File: src/rtl/stack_pkg.sv
`default_nettype none
// ============================================================================
// Module   : stack_pkg
// Purpose  : Shared op encoding and default sizing for the regfile stack.
// Revision : 1.0
// ============================================================================
package stack_pkg;

    // Encoded as {push, pop}
    typedef enum logic [1:0] {
        OP_NONE    = 2'b00,
        OP_POP     = 2'b01,
        OP_PUSH    = 2'b10,
        OP_REPLACE = 2'b11
    } stack_op_t;

    localparam int STACK_DEPTH = 32;
    localparam int STACK_WIDTH = 32;

endpackage : stack_pkg
`default_nettype wire

File: src/rtl/stack_mem.sv
`default_nettype none
// ============================================================================
// Module   : stack_mem
// Purpose  : DEPTH x WIDTH register file, one sync write, two async reads.
// Revision : 1.0
// ============================================================================
module stack_mem #(
    parameter int DEPTH  = 32,
    parameter int WIDTH  = 32,
    parameter int ADDR_W = 5
) (
    input  logic              clk,
    input  logic              we,
    input  logic [ADDR_W-1:0] waddr,
    input  logic [WIDTH-1:0]  wdata,
    input  logic [ADDR_W-1:0] raddr0,
    output logic [WIDTH-1:0]  rdata0,
    input  logic [ADDR_W-1:0] raddr1,
    output logic [WIDTH-1:0]  rdata1
);

    // Storage is deliberately unreset; the top masks stale entries by count.
    logic [WIDTH-1:0] r_mem [DEPTH];

    always_ff @(posedge clk) begin
        if (we) begin
            r_mem[waddr] <= wdata;
        end
    end

    assign rdata0 = r_mem[raddr0];
    assign rdata1 = r_mem[raddr1];

endmodule : stack_mem
`default_nettype wire

File: src/rtl/regfile_stack.sv
`default_nettype none
// ============================================================================
// Module   : regfile_stack
// Purpose  : LIFO over a register file with top-two read-out and sticky errors.
// Revision : 1.0
// ============================================================================
module regfile_stack
    import stack_pkg::*;
#(
    parameter int DEPTH = STACK_DEPTH,
    parameter int WIDTH = STACK_WIDTH,
    parameter int PTR_W = 6
) (
    input  logic             clk,
    input  logic             rst,
    input  logic             push,
    input  logic             pop,
    input  logic [WIDTH-1:0] data_in,
    input  logic             err_clr,
    output logic [WIDTH-1:0] stack_top,
    output logic [WIDTH-1:0] stack_top_minus_one,
    output logic [PTR_W-1:0] stack_ptr,
    output logic             full,
    output logic             empty,
    output logic             overflow,
    output logic             underflow
);

    localparam int               c_ADDR_W    = (DEPTH > 1) ? $clog2(DEPTH) : 1;
    localparam logic [PTR_W-1:0] c_DEPTH_PTR = PTR_W'(DEPTH);
    localparam logic [PTR_W-1:0] c_ONE       = PTR_W'(1);
    localparam logic [PTR_W-1:0] c_TWO       = PTR_W'(2);

    logic [PTR_W-1:0]    r_ptr;
    logic                r_overflow;
    logic                r_underflow;

    stack_op_t           w_op;
    logic                w_full;
    logic                w_empty;
    logic                w_we;
    logic [c_ADDR_W-1:0] w_waddr;
    logic [c_ADDR_W-1:0] w_top_addr;
    logic [c_ADDR_W-1:0] w_nxt_addr;
    logic [PTR_W-1:0]    w_ptr_nxt;
    logic                w_ovf_set;
    logic                w_unf_set;
    logic [WIDTH-1:0]    w_rd_top;
    logic [WIDTH-1:0]    w_rd_second;

    assign w_op       = stack_op_t'({push, pop});
    assign w_full     = (r_ptr == c_DEPTH_PTR);
    assign w_empty    = (r_ptr == '0);
    assign w_top_addr = c_ADDR_W'(r_ptr - c_ONE);
    assign w_nxt_addr = c_ADDR_W'(r_ptr - c_TWO);

    always_comb begin
        w_we      = 1'b0;
        w_waddr   = c_ADDR_W'(r_ptr);
        w_ptr_nxt = r_ptr;
        w_ovf_set = 1'b0;
        w_unf_set = 1'b0;
        case (w_op)
            OP_PUSH: begin
                if (w_full) begin
                    w_ovf_set = 1'b1;
                end else begin
                    w_we      = 1'b1;
                    w_ptr_nxt = r_ptr + c_ONE;
                end
            end
            OP_POP: begin
                if (w_empty) begin
                    w_unf_set = 1'b1;
                end else begin
                    w_ptr_nxt = r_ptr - c_ONE;
                end
            end
            OP_REPLACE: begin
                // Replace on an empty stack degenerates to a push into slot 0.
                w_we = 1'b1;
                if (w_empty) begin
                    w_ptr_nxt = r_ptr + c_ONE;
                end else begin
                    w_waddr = w_top_addr;
                end
            end
            default: begin
            end
        endcase
    end

    always_ff @(posedge clk or posedge rst) begin
        if (rst) begin
            r_ptr       <= '0;
            r_overflow  <= 1'b0;
            r_underflow <= 1'b0;
        end else begin
            r_ptr <= w_ptr_nxt;
            if (w_ovf_set) begin
                r_overflow <= 1'b1;
            end else if (err_clr) begin
                r_overflow <= 1'b0;
            end
            if (w_unf_set) begin
                r_underflow <= 1'b1;
            end else if (err_clr) begin
                r_underflow <= 1'b0;
            end
        end
    end

    stack_mem #(
        .DEPTH  (DEPTH),
        .WIDTH  (WIDTH),
        .ADDR_W (c_ADDR_W)
    ) u_mem (
        .clk    (clk),
        .we     (w_we),
        .waddr  (w_waddr),
        .wdata  (data_in),
        .raddr0 (w_top_addr),
        .rdata0 (w_rd_top),
        .raddr1 (w_nxt_addr),
        .rdata1 (w_rd_second)
    );

    assign stack_top           = (r_ptr >= c_ONE) ? w_rd_top    : '0;
    assign stack_top_minus_one = (r_ptr >= c_TWO) ? w_rd_second : '0;
    assign stack_ptr           = r_ptr;
    assign full                = w_full;
    assign empty               = w_empty;
    assign overflow            = r_overflow;
    assign underflow           = r_underflow;

endmodule : regfile_stack
`default_nettype wire

File: config.mk
export PLATFORM = sky130hd
export DESIGN_NAME = regfile_stack
export DESIGN_NICKNAME = d
export VERILOG_FILES = /design/src/rtl/stack_pkg.sv /design/src/rtl/stack_mem.sv /design/src/rtl/regfile_stack.sv
export SDC_FILE = /design/constraint.sdc
export NUM_CORES = 1
export LEC_CHECK = 0
export BUFFER_PORTS_ARGS = -buffer_cell sky130_fd_sc_hd__buf_4
export CORE_MARGIN = 4
export CORE_UTILIZATION = 66
export CTS_BUF_LIST = sky130_fd_sc_hd__clkbuf_8
export CTS_CLUSTER_SIZE = 14
export DETAILED_ROUTE_END_ITERATION = 7
export GPL_TIMING_DRIVEN = 1
export PLACE_DENSITY_LB_ADDON = 0.05
export SETUP_SLACK_MARGIN = 0.3
export SYNTH_ARGS = -nofsm -noshare
export SYNTH_HDL_FRONTEND = slang
export SYNTH_SLANG_ARGS = --single-unit
File: constraint.sdc
create_clock -name clk -period 10.1 [get_ports clk]
set_input_delay 1.01 -clock clk [delete_from_list [all_inputs] [get_ports clk]]
set_output_delay 1.01 -clock clk [all_outputs]
set_load 0.01 [all_outputs]
==> flow_metrics.py, run 1 <==
metrics = {
    "detailed_routing": {
        "detailedRoute.firstIterationViolations": 4804,
        "post_drt_wl_per_cell_um": 37.0,
        "vias_per_cell": 7.87,
        "drt_drc_violations_left": 0,
        "dr_total_vias": 29900,
        "ant_nets": 0,
        "postRouteWirelength_mm": 141,
        "drt-pass1-iter-count": 6,
    },
    "synth": {
        "async_flop_share_pct": 0.775,
        "yosys.area.top_type_share_pct": 63.6,
        "synth_top_flop_cell": "sky130_fd_sc_hd__edfxtp_1",
        "synth_enable_flop_cells": 1024,
        "synthesis.yosys.warnings": 0,
        "yosysMostFrequentCell": "sky130_fd_sc_hd__edfxtp_1",
        "synth_area_leader_cell": "sky130_fd_sc_hd__edfxtp_1",
        "leading_post_synthesis_cells_by_instance_count": "sky130_fd_sc_hd__edfxtp_1, sky130_fd_sc_hd__mux4_2, sky130_fd_sc_hd__nand3_1",
        "avgSynthCellArea_um2": 18.5,
        "netlist_instances": 2609,
        "synth_cell_types": 53,
        "synth_fp_nets": 2654,
        "ys_ff_latch": 1032,
        "synthTopCellsByArea": "sky130_fd_sc_hd__edfxtp_1, sky130_fd_sc_hd__mux4_2, sky130_fd_sc_hd__nand3_1",
        "seq_area_frac_synth_pct": 64.0,
        "synth.cell_area_mm2": 0.0483,
    },
    "setup_path": {
        "critical_path.most_common_cell": "sky130_fd_sc_hd__buf_4",
        "worst-path-max-fanout": 82,
        "timing.rr.start": "stack_ptr[1]$_DFFE_PP0P_",
        "critical_path.startpoint_type": "register",
        "critical_path_arrival_ps": 5930,
        "timing.critical_path.required_ps": 9090,
        "cp_slowest_stage_delay_ps": 1060,
        "crit_family": "buffers and inverters",
        "setup.reg_to_reg.worst_slack_ps": 4080,
        "worstReg2RegEnd": "u_mem.r_mem[27][31]$_DFFE_PP_",
        "worstSetupEndpointType": "output pin",
        "critical_path.slowest_cell": "sky130_fd_sc_hd__dfrtp_4",
        "path_type_of_the_worst_setup_path": "reg2out",
        "crit_path_cell_trace": "inv_1, ha_4, buf_4, buf_12, mux4_2, nand3_1, a41oi_1, a21o_1, buf_4",
        "rr_worst_depth": 8,
        "timing.critical_path.buf_inv": 4,
    },
    "global_routing": {
        "grt_start_max_net_pins": 135,
        "combined_global_route_utilization_of_all_metal_layers_pct": 36.8,
        "number_of_global_route_vias_before_repair": 29700,
        "grt-ovfl-total": 0,
        "grt_pass1_wl_mm": 204,
        "number_of_antenna_violations_at_the_first_check_in_global_routing": 3,
    },
    "cts": {
        "cell_at_the_root_of_the_clock_tree": "sky130_fd_sc_hd__clkbuf_8",
        "clk_pin_slew_ps": 60,
        "cts_num_sinks": 1032,
        "htree_num_levels": 4,
        "clock_path_buffers": 3,
        "cts.repair.resized": 0,
        "tritoncts.num_buffers": 160,
        "ctsHoldBuffers": 0,
        "tritoncts_clock_tree": "yes",
        "cts_setup_buffers": 0,
        "clkLatencyLatePin_ps": 830,
    },
    "timing": {
        "fin_crit_ps": 6940,
        "fin_tns_setup_ps": 0,
        "final_min_period_over_clock_period_pct": 68.7,
        "timing_hold_violations_final": 0,
        "setup_viol_count_final": 0,
        "slew_violations": 0,
        "max_slew_margin_pct": 13.2,
        "max_freq_ghz": 0.144,
        "layout_setup_ws_ps": 3160,
        "skew_ps": 32.1,
        "setup_repair_after_global_routing_missed_its_margin": "false",
        "tightest_slew_ps": 1300,
    },
    "floorplanning": {
        "fp.coreArea_mm2": 0.0721,
        "num_io_pins": 111,
        "floorplan.die_area_mm2": 0.0776,
        "die_height_um": 279,
        "die_x_um": 279,
        "rows": 98,
        "initial_core_util_pct": 67.0,
    },
    "final_layout": {
        "nets": 2774,
        "areaGrowthSynthToFinish_pct": 9.97,
        "final_non_filler_cells": 3800,
        "layout-drive-gt1-share_pct": 33.4,
        "final_cell_area_mm2": 0.0532,
    },
    "pwr": {
        "finalPower_uw": 18800,
        "p_per_cell_area_mw_per_mm2": 353,
        "cellLeakagePower_uw": 0.0169,
        "max-vdd-ir-drop_v": 0.000838,
    },
    "place": {
        "preCtsSetupSlack_ps": 3940,
        "dp_hpwl_mm": 73.9,
        "gp_routability_congestion": 0.846,
        "placed_cells": 3517,
        "buffer_ports.inserted": 110,
        "placed_cell_area_mm2": 0.0503,
    },
    "job": {
        "max_cap_violations": 0,
    },
    "worst_hold_path": {
        "min_path_type": "in2async",
    },
    "status": {
        "status": "complete, no violations",
    },
}
## routing by layer
layer  up-vias  global-route usage [%]  wire (um)  share of wire (%)
met3       450                    10.3      20300                 14
met4         6                    15.2       6380                4.5
met1     15300                    51.0      47700                 34
met5         -                   0.427         69              0.049
met2      2705                    56.6      66400                 47
li1      11400                       -          -                  -
## cells by family after synthesis
| logic type | count (synthesis) | synth area share, % |
|---|---|---|
| flops | 1032 | 64.0 |
| simple gates | 628 | 6.50 |
| mux | 517 | 24.0 |
| buf+inv | 239 | 2.27 |
| compound gates | 170 | 2.74 |
| xor+xnor | 15 | 0.303 |
| fa+ha+maj | 8 | 0.207 |
## layout make-up
type	instances	area [um2]
clock inverters	119	664
inverters	13	48.8
well taps	950	1190
diodes	2	5.00
flip-flops and latches	1032	31000
repair buffers	184	1440
clock buffers	162	2230
multi-input cells	1338	16600
fillers	4200	18900
## registers in the layout (all words and copies together), names as in the netlist
register     flops
stack_ptr        6
underflow        1
u_mem.r_mem   1024
overflow         1
## report_power, final
part / internal (uW) / total (uW) / switching [uW] / leakage [uW]
logic: 4300 / 10300 / 6010 / 0.00597
registers: 4980 / 5220 / 239 / 0.00932
clock network: 1610 / 3240 / 1630 / 0.00164
## layout by cell type (no fill, tap or decap), types with 5 or more instances in the layout
master,netlist,layout
sky130_fd_sc_hd__edfxtp_1,1024,1024
sky130_fd_sc_hd__mux4_2,512,512
sky130_fd_sc_hd__nand3_1,355,354
sky130_fd_sc_hd__buf_4,8,179
sky130_fd_sc_hd__clkbuf_8,0,162
sky130_fd_sc_hd__nand2_1,145,144
sky130_fd_sc_hd__a22oi_1,67,67
sky130_fd_sc_hd__inv_1,10,53
sky130_fd_sc_hd__clkinv_1,1,43
sky130_fd_sc_hd__nand4_1,34,34
sky130_fd_sc_hd__and4_1,32,32
sky130_fd_sc_hd__a21o_1,32,32
sky130_fd_sc_hd__a41oi_1,31,31
sky130_fd_sc_hd__clkinv_2,0,15
sky130_fd_sc_hd__nor2_4,0,14
sky130_fd_sc_hd__nor3_2,0,14
sky130_fd_sc_hd__nor2_1,23,9
sky130_fd_sc_hd__a21oi_1,9,9
sky130_fd_sc_hd__xnor2_1,11,8
sky130_fd_sc_hd__ha_1,8,6
sky130_fd_sc_hd__inv_6,0,6
sky130_fd_sc_hd__dfrtp_1,8,6
sky130_fd_sc_hd__mux2i_1,5,5
sky130_fd_sc_hd__nor4_1,5,5
sky130_fd_sc_hd__o21ai_0,5,5
sky130_fd_sc_hd__buf_12,0,5
## metrics by stage
stage,hold WS [ps],util (%)
floorplan,531,-
finish,140,73.7
global route,147,73.7
detailed placement,510,69.7
CTS,99.2,73.7
global placement,479,69.7
## how the worst max path moves through the flow
stage | end | depth (start not counted) | slack [ps] | start
CTS | stack_top[4] | 9 | 3080 | stack_ptr[1]$_DFFE_PP0P_
finish | stack_top[4] | 9 | 3160 | stack_ptr[1]$_DFFE_PP0P_
detailed placement | stack_top[4] | 9 | 3940 | stack_ptr[1]$_DFFE_PP0P_
global placement | stack_top[4] | 9 | 3990 | stack_ptr[1]$_DFFE_PP0P_
floorplan | u_mem.r_mem[12][0]$_DFFE_PP_ | 14 | 4420 | stack_ptr[0]$_DFFE_PP0P_
global route | stack_top[4] | 9 | 2800 | stack_ptr[1]$_DFFE_PP0P_
Power figures use the tool's default switching activity.
==> inputs of run 2 (changes only) <==
--- a/config.mk
+++ b/config.mk
@@ -7,7 +7,7 @@
 export LEC_CHECK = 0
 export BUFFER_PORTS_ARGS = -buffer_cell sky130_fd_sc_hd__buf_4
 export CORE_MARGIN = 4
-export CORE_UTILIZATION = 66
+export CORE_UTILIZATION = 59
 export CTS_BUF_LIST = sky130_fd_sc_hd__clkbuf_8
 export CTS_CLUSTER_SIZE = 14
 export DETAILED_ROUTE_END_ITERATION = 7
==> constraint.sdc (replaced) <==
create_clock -name clk -period 5.6 [get_ports clk]
set_input_delay 0.56 -clock clk [delete_from_list [all_inputs] [get_ports clk]]
set_output_delay 0.56 -clock clk [all_outputs]
set_load 0.01 [all_outputs]
==> run 2 against run 1 <==
Against the previous run: wire length grew 3.8%; register-to-register slack lost 3200 ps; worst setup slack lost 2700 ps; clock-buffer cell count grew 7; cell count grew 3.9%.
==> flow_metrics.py, run 2 (synthesized netlist as in run 1, its figures left out) <==
metrics = {
    "setup_path": {
        "critical_path.startpoint_type": "register",
        "critical_path_arrival_ps": 4560,
        "rr_worst_depth": 8,
        "setup.reg_to_reg.worst_slack_ps": 900,
        "path_type_of_the_worst_setup_path": "reg2out",
        "timing.rr.start": "stack_ptr[1]$_DFFE_PP0P_",
        "worst-path-max-fanout": 63,
        "timing.critical_path.required_ps": 5040,
        "worstSetupEndpointType": "output pin",
        "worstReg2RegEnd": "u_mem.r_mem[5][2]$_DFFE_PP_",
    },
    "final_layout": {
        "regMostFlops": "u_mem.r_mem",
        "layout_common_cells": "sky130_fd_sc_hd__edfxtp_1, sky130_fd_sc_hd__mux4_2, sky130_fd_sc_hd__nand3_1, sky130_fd_sc_hd__clkbuf_8, sky130_fd_sc_hd__buf_4",
        "largest_register_ffs": 1024,
        "final_non_filler_cells": 3948,
        "nets": 2796,
        "areaGrowthSynthToFinish_pct": 11.8,
        "finish.utilization_pct": 66.9,
        "layout.cells.most_common": "sky130_fd_sc_hd__edfxtp_1",
        "regArea_mm2": 0.0310,
        "multiInputGateArea_mm2": 0.0167,
        "fillCellCount": 5242,
        "layout-drive-gt1-share_pct": 34.2,
    },
    "timing": {
        "final_min_period_over_clock_period_pct": 91.5,
        "fin_crit_ps": 5120,
        "slew_violations": 0,
        "tightest_slew_ps": 1140,
        "max_slew_margin_pct": 23.4,
        "skew_ps": 37.2,
        "timing_hold_violations_final": 0,
        "fin_worst_hold_slack_ps": 81.4,
        "setup_repair_after_global_routing_missed_its_margin": "true",
        "fin_tns_setup_ps": 0,
        "max_freq_ghz": 0.195,
        "setup_viol_count_final": 0,
    },
    "global_routing": {
        "combined_global_route_utilization_of_all_metal_layers_pct": 34.1,
        "number_of_antenna_violations_at_the_first_check_in_global_routing": 3,
        "grt_start_max_net_pins": 128,
        "grt_pass1_wl_mm": 210,
        "grt-ovfl-total": 0,
        "number_of_global_route_vias_before_repair": 29800,
    },
    "cts": {
        "tritoncts_clock_tree": "yes",
        "clock_path_buffers": 3,
        "clk_pin_slew_ps": 60,
        "cell_at_the_root_of_the_clock_tree": "sky130_fd_sc_hd__clkbuf_8",
        "clkLatencyLatePin_ps": 820,
        "htree_num_levels": 4,
        "cts_num_sinks": 1032,
        "tritoncts.num_buffers": 167,
    },
    "place": {
        "buffer_ports.inserted": 110,
        "placed_cells": 3638,
        "dp_hpwl_mm": 79.3,
        "gp_routability_congestion": 0.865,
    },
    "floorplanning": {
        "die_height_um": 294,
        "initial_core_util_pct": 59.8,
        "die_x_um": 294,
        "floorplan.die_area_mm2": 0.0866,
        "rows": 104,
        "fp.coreArea_mm2": 0.0808,
        "num_io_pins": 111,
    },
    "pwr": {
        "switching_power_uw": 14800,
        "max-vdd-ir-drop_v": 0.000729,
        "p_sw_share_pct": 42.1,
        "internal-power_uw": 20300,
        "power.share.combinational_pct": 55.8,
        "clock_power_share_pct": 17.8,
        "cellLeakagePower_uw": 0.0173,
        "power_frac_seq_pct": 26.3,
        "p_per_cell_area_mw_per_mm2": 649,
        "finalPower_uw": 35100,
    },
    "detailed_routing": {
        "detailedRoute.firstIterationViolations": 4314,
        "postRouteWirelength_mm": 146,
        "ant_nets": 0,
        "drt-pass1-iter-count": 6,
        "post_drt_wl_per_cell_um": 37.0,
        "dr_total_vias": 30000,
        "vias_per_cell": 7.61,
        "drt_drc_violations_left": 0,
    },
    "job": {
        "max_cap_violations": 0,
    },
    "worst_hold_path": {
        "worst_hold_path.num_cells": 3,
        "min_path_type": "in2reg",
        "min_to": "underflow$_DFFE_PP0P_",
        "min-delay-start": "err_clr",
    },
    "status": {
        "status": "complete, no violations",
    },
}
-- run 2: cell count changes in the layout (fill, tap and decap cells not counted), moves of 2 or more --
cell | previous run | this run
sky130_fd_sc_hd__buf_12 | 5 | 23
sky130_fd_sc_hd__clkinv_2 | 15 | 28
sky130_fd_sc_hd__buf_4 | 179 | 167
sky130_fd_sc_hd__nor3_2 | 14 | 4
sky130_fd_sc_hd__nor3_4 | 0 | 10
sky130_fd_sc_hd__clkbuf_8 | 162 | 169
sky130_fd_sc_hd__buf_6 | 0 | 6
sky130_fd_sc_hd__bufinv_16 | 4 | 8
sky130_fd_sc_hd__inv_6 | 6 | 2
sky130_fd_sc_hd__inv_8 | 2 | 5
sky130_fd_sc_hd__clkbuf_16 | 0 | 2
sky130_fd_sc_hd__inv_12 | 2 | 0
sky130_fd_sc_hd__nor3b_2 | 3 | 1
sky130_fd_sc_hd__nor3b_4 | 0 | 2
-- run 2: power groups by stage --
stage                     Clock [uW]  Combinational, uW  Sequential (uW)
after floorplan                    0              12200             9280
after global placement             0              19100             9360
after detailed placement           0              19200             9390
after CTS                       6330              19300             9230
after global routing            6730              20500             9270
final                           6250              19600             9250
-- run 2: stage by stage --
stage | worst slack [ps] | area [um2]
CTS | 326 | 54000
global placement | 1120 | 50800
detailed placement | 1050 | 50800
floorplan | 19.2 | 48400
global route | 300 | 54000
finish | 477 | 54000
-- run 2: final cells by class --
class                      count  area share (%)
timing repair buffer         199            3.41
tap                         1060            2.45
sequential                  1032            57.3
clock buffer                 169            4.30
clock inverter               134            1.54
antenna                        3          0.0139
multi-input combinational   1338            30.9
inverter                      13          0.0903
-- run 2: worst max-delay path, stage by stage (launching register included) --
cell and delay, ps:
sky130_fd_sc_hd__dfrtp_4 620, sky130_fd_sc_hd__inv_1 420, sky130_fd_sc_hd__ha_1 440, sky130_fd_sc_hd__a21boi_4 500, sky130_fd_sc_hd__xnor2_4 240, sky130_fd_sc_hd__clkbuf_16 460
sky130_fd_sc_hd__nand3_1 150, sky130_fd_sc_hd__a41oi_1 430, sky130_fd_sc_hd__a21o_1 250, sky130_fd_sc_hd__buf_4 170
-- run 2: timing repair --
| action | CTS | global route |
|---|---|---|
| endpoints found under the hold margin | 8 | 0 |
| gates resized for setup | 3 | 6 |
| hold buffers | 1 | 0 |
| pin swaps | 0 | 0 |
| gates cloned | 0 | 2 |
| setup buffers | 1 | 0 |
| endpoints found under the setup margin | 17 | 20 |
-- run 2: worst max path at each step --
stage | from | endpoint | slack, ps
2_1_floorplan | stack_ptr[0]$_DFFE_PP0P_ | u_mem.r_mem[10][0]$_DFFE_PP_ | 20
3_3_place_gp | stack_ptr[1]$_DFFE_PP0P_ | stack_top_minus_one[18] | 1120
3_5_place_dp | stack_ptr[1]$_DFFE_PP0P_ | stack_top_minus_one[18] | 1050
4_1_cts | stack_ptr[1]$_DFFE_PP0P_ | stack_top[19] | 330
5_1_grt | stack_ptr[1]$_DFFE_PP0P_ | stack_top[19] | 300
6_report | stack_ptr[1]$_DFFE_PP0P_ | stack_top[0] | 480
-- run 2: per-layer routing --
metal / vias up / GRT usage (%) / share of wire (%)
li1: 11500 / - / -
met1: 15600 / 49.0 / 37
met2: 2526 / 50.4 / 45
met3: 388 / 10.0 / 14
met4: 4 / 13.1 / 4.1
met5: - / 0 / 0.032
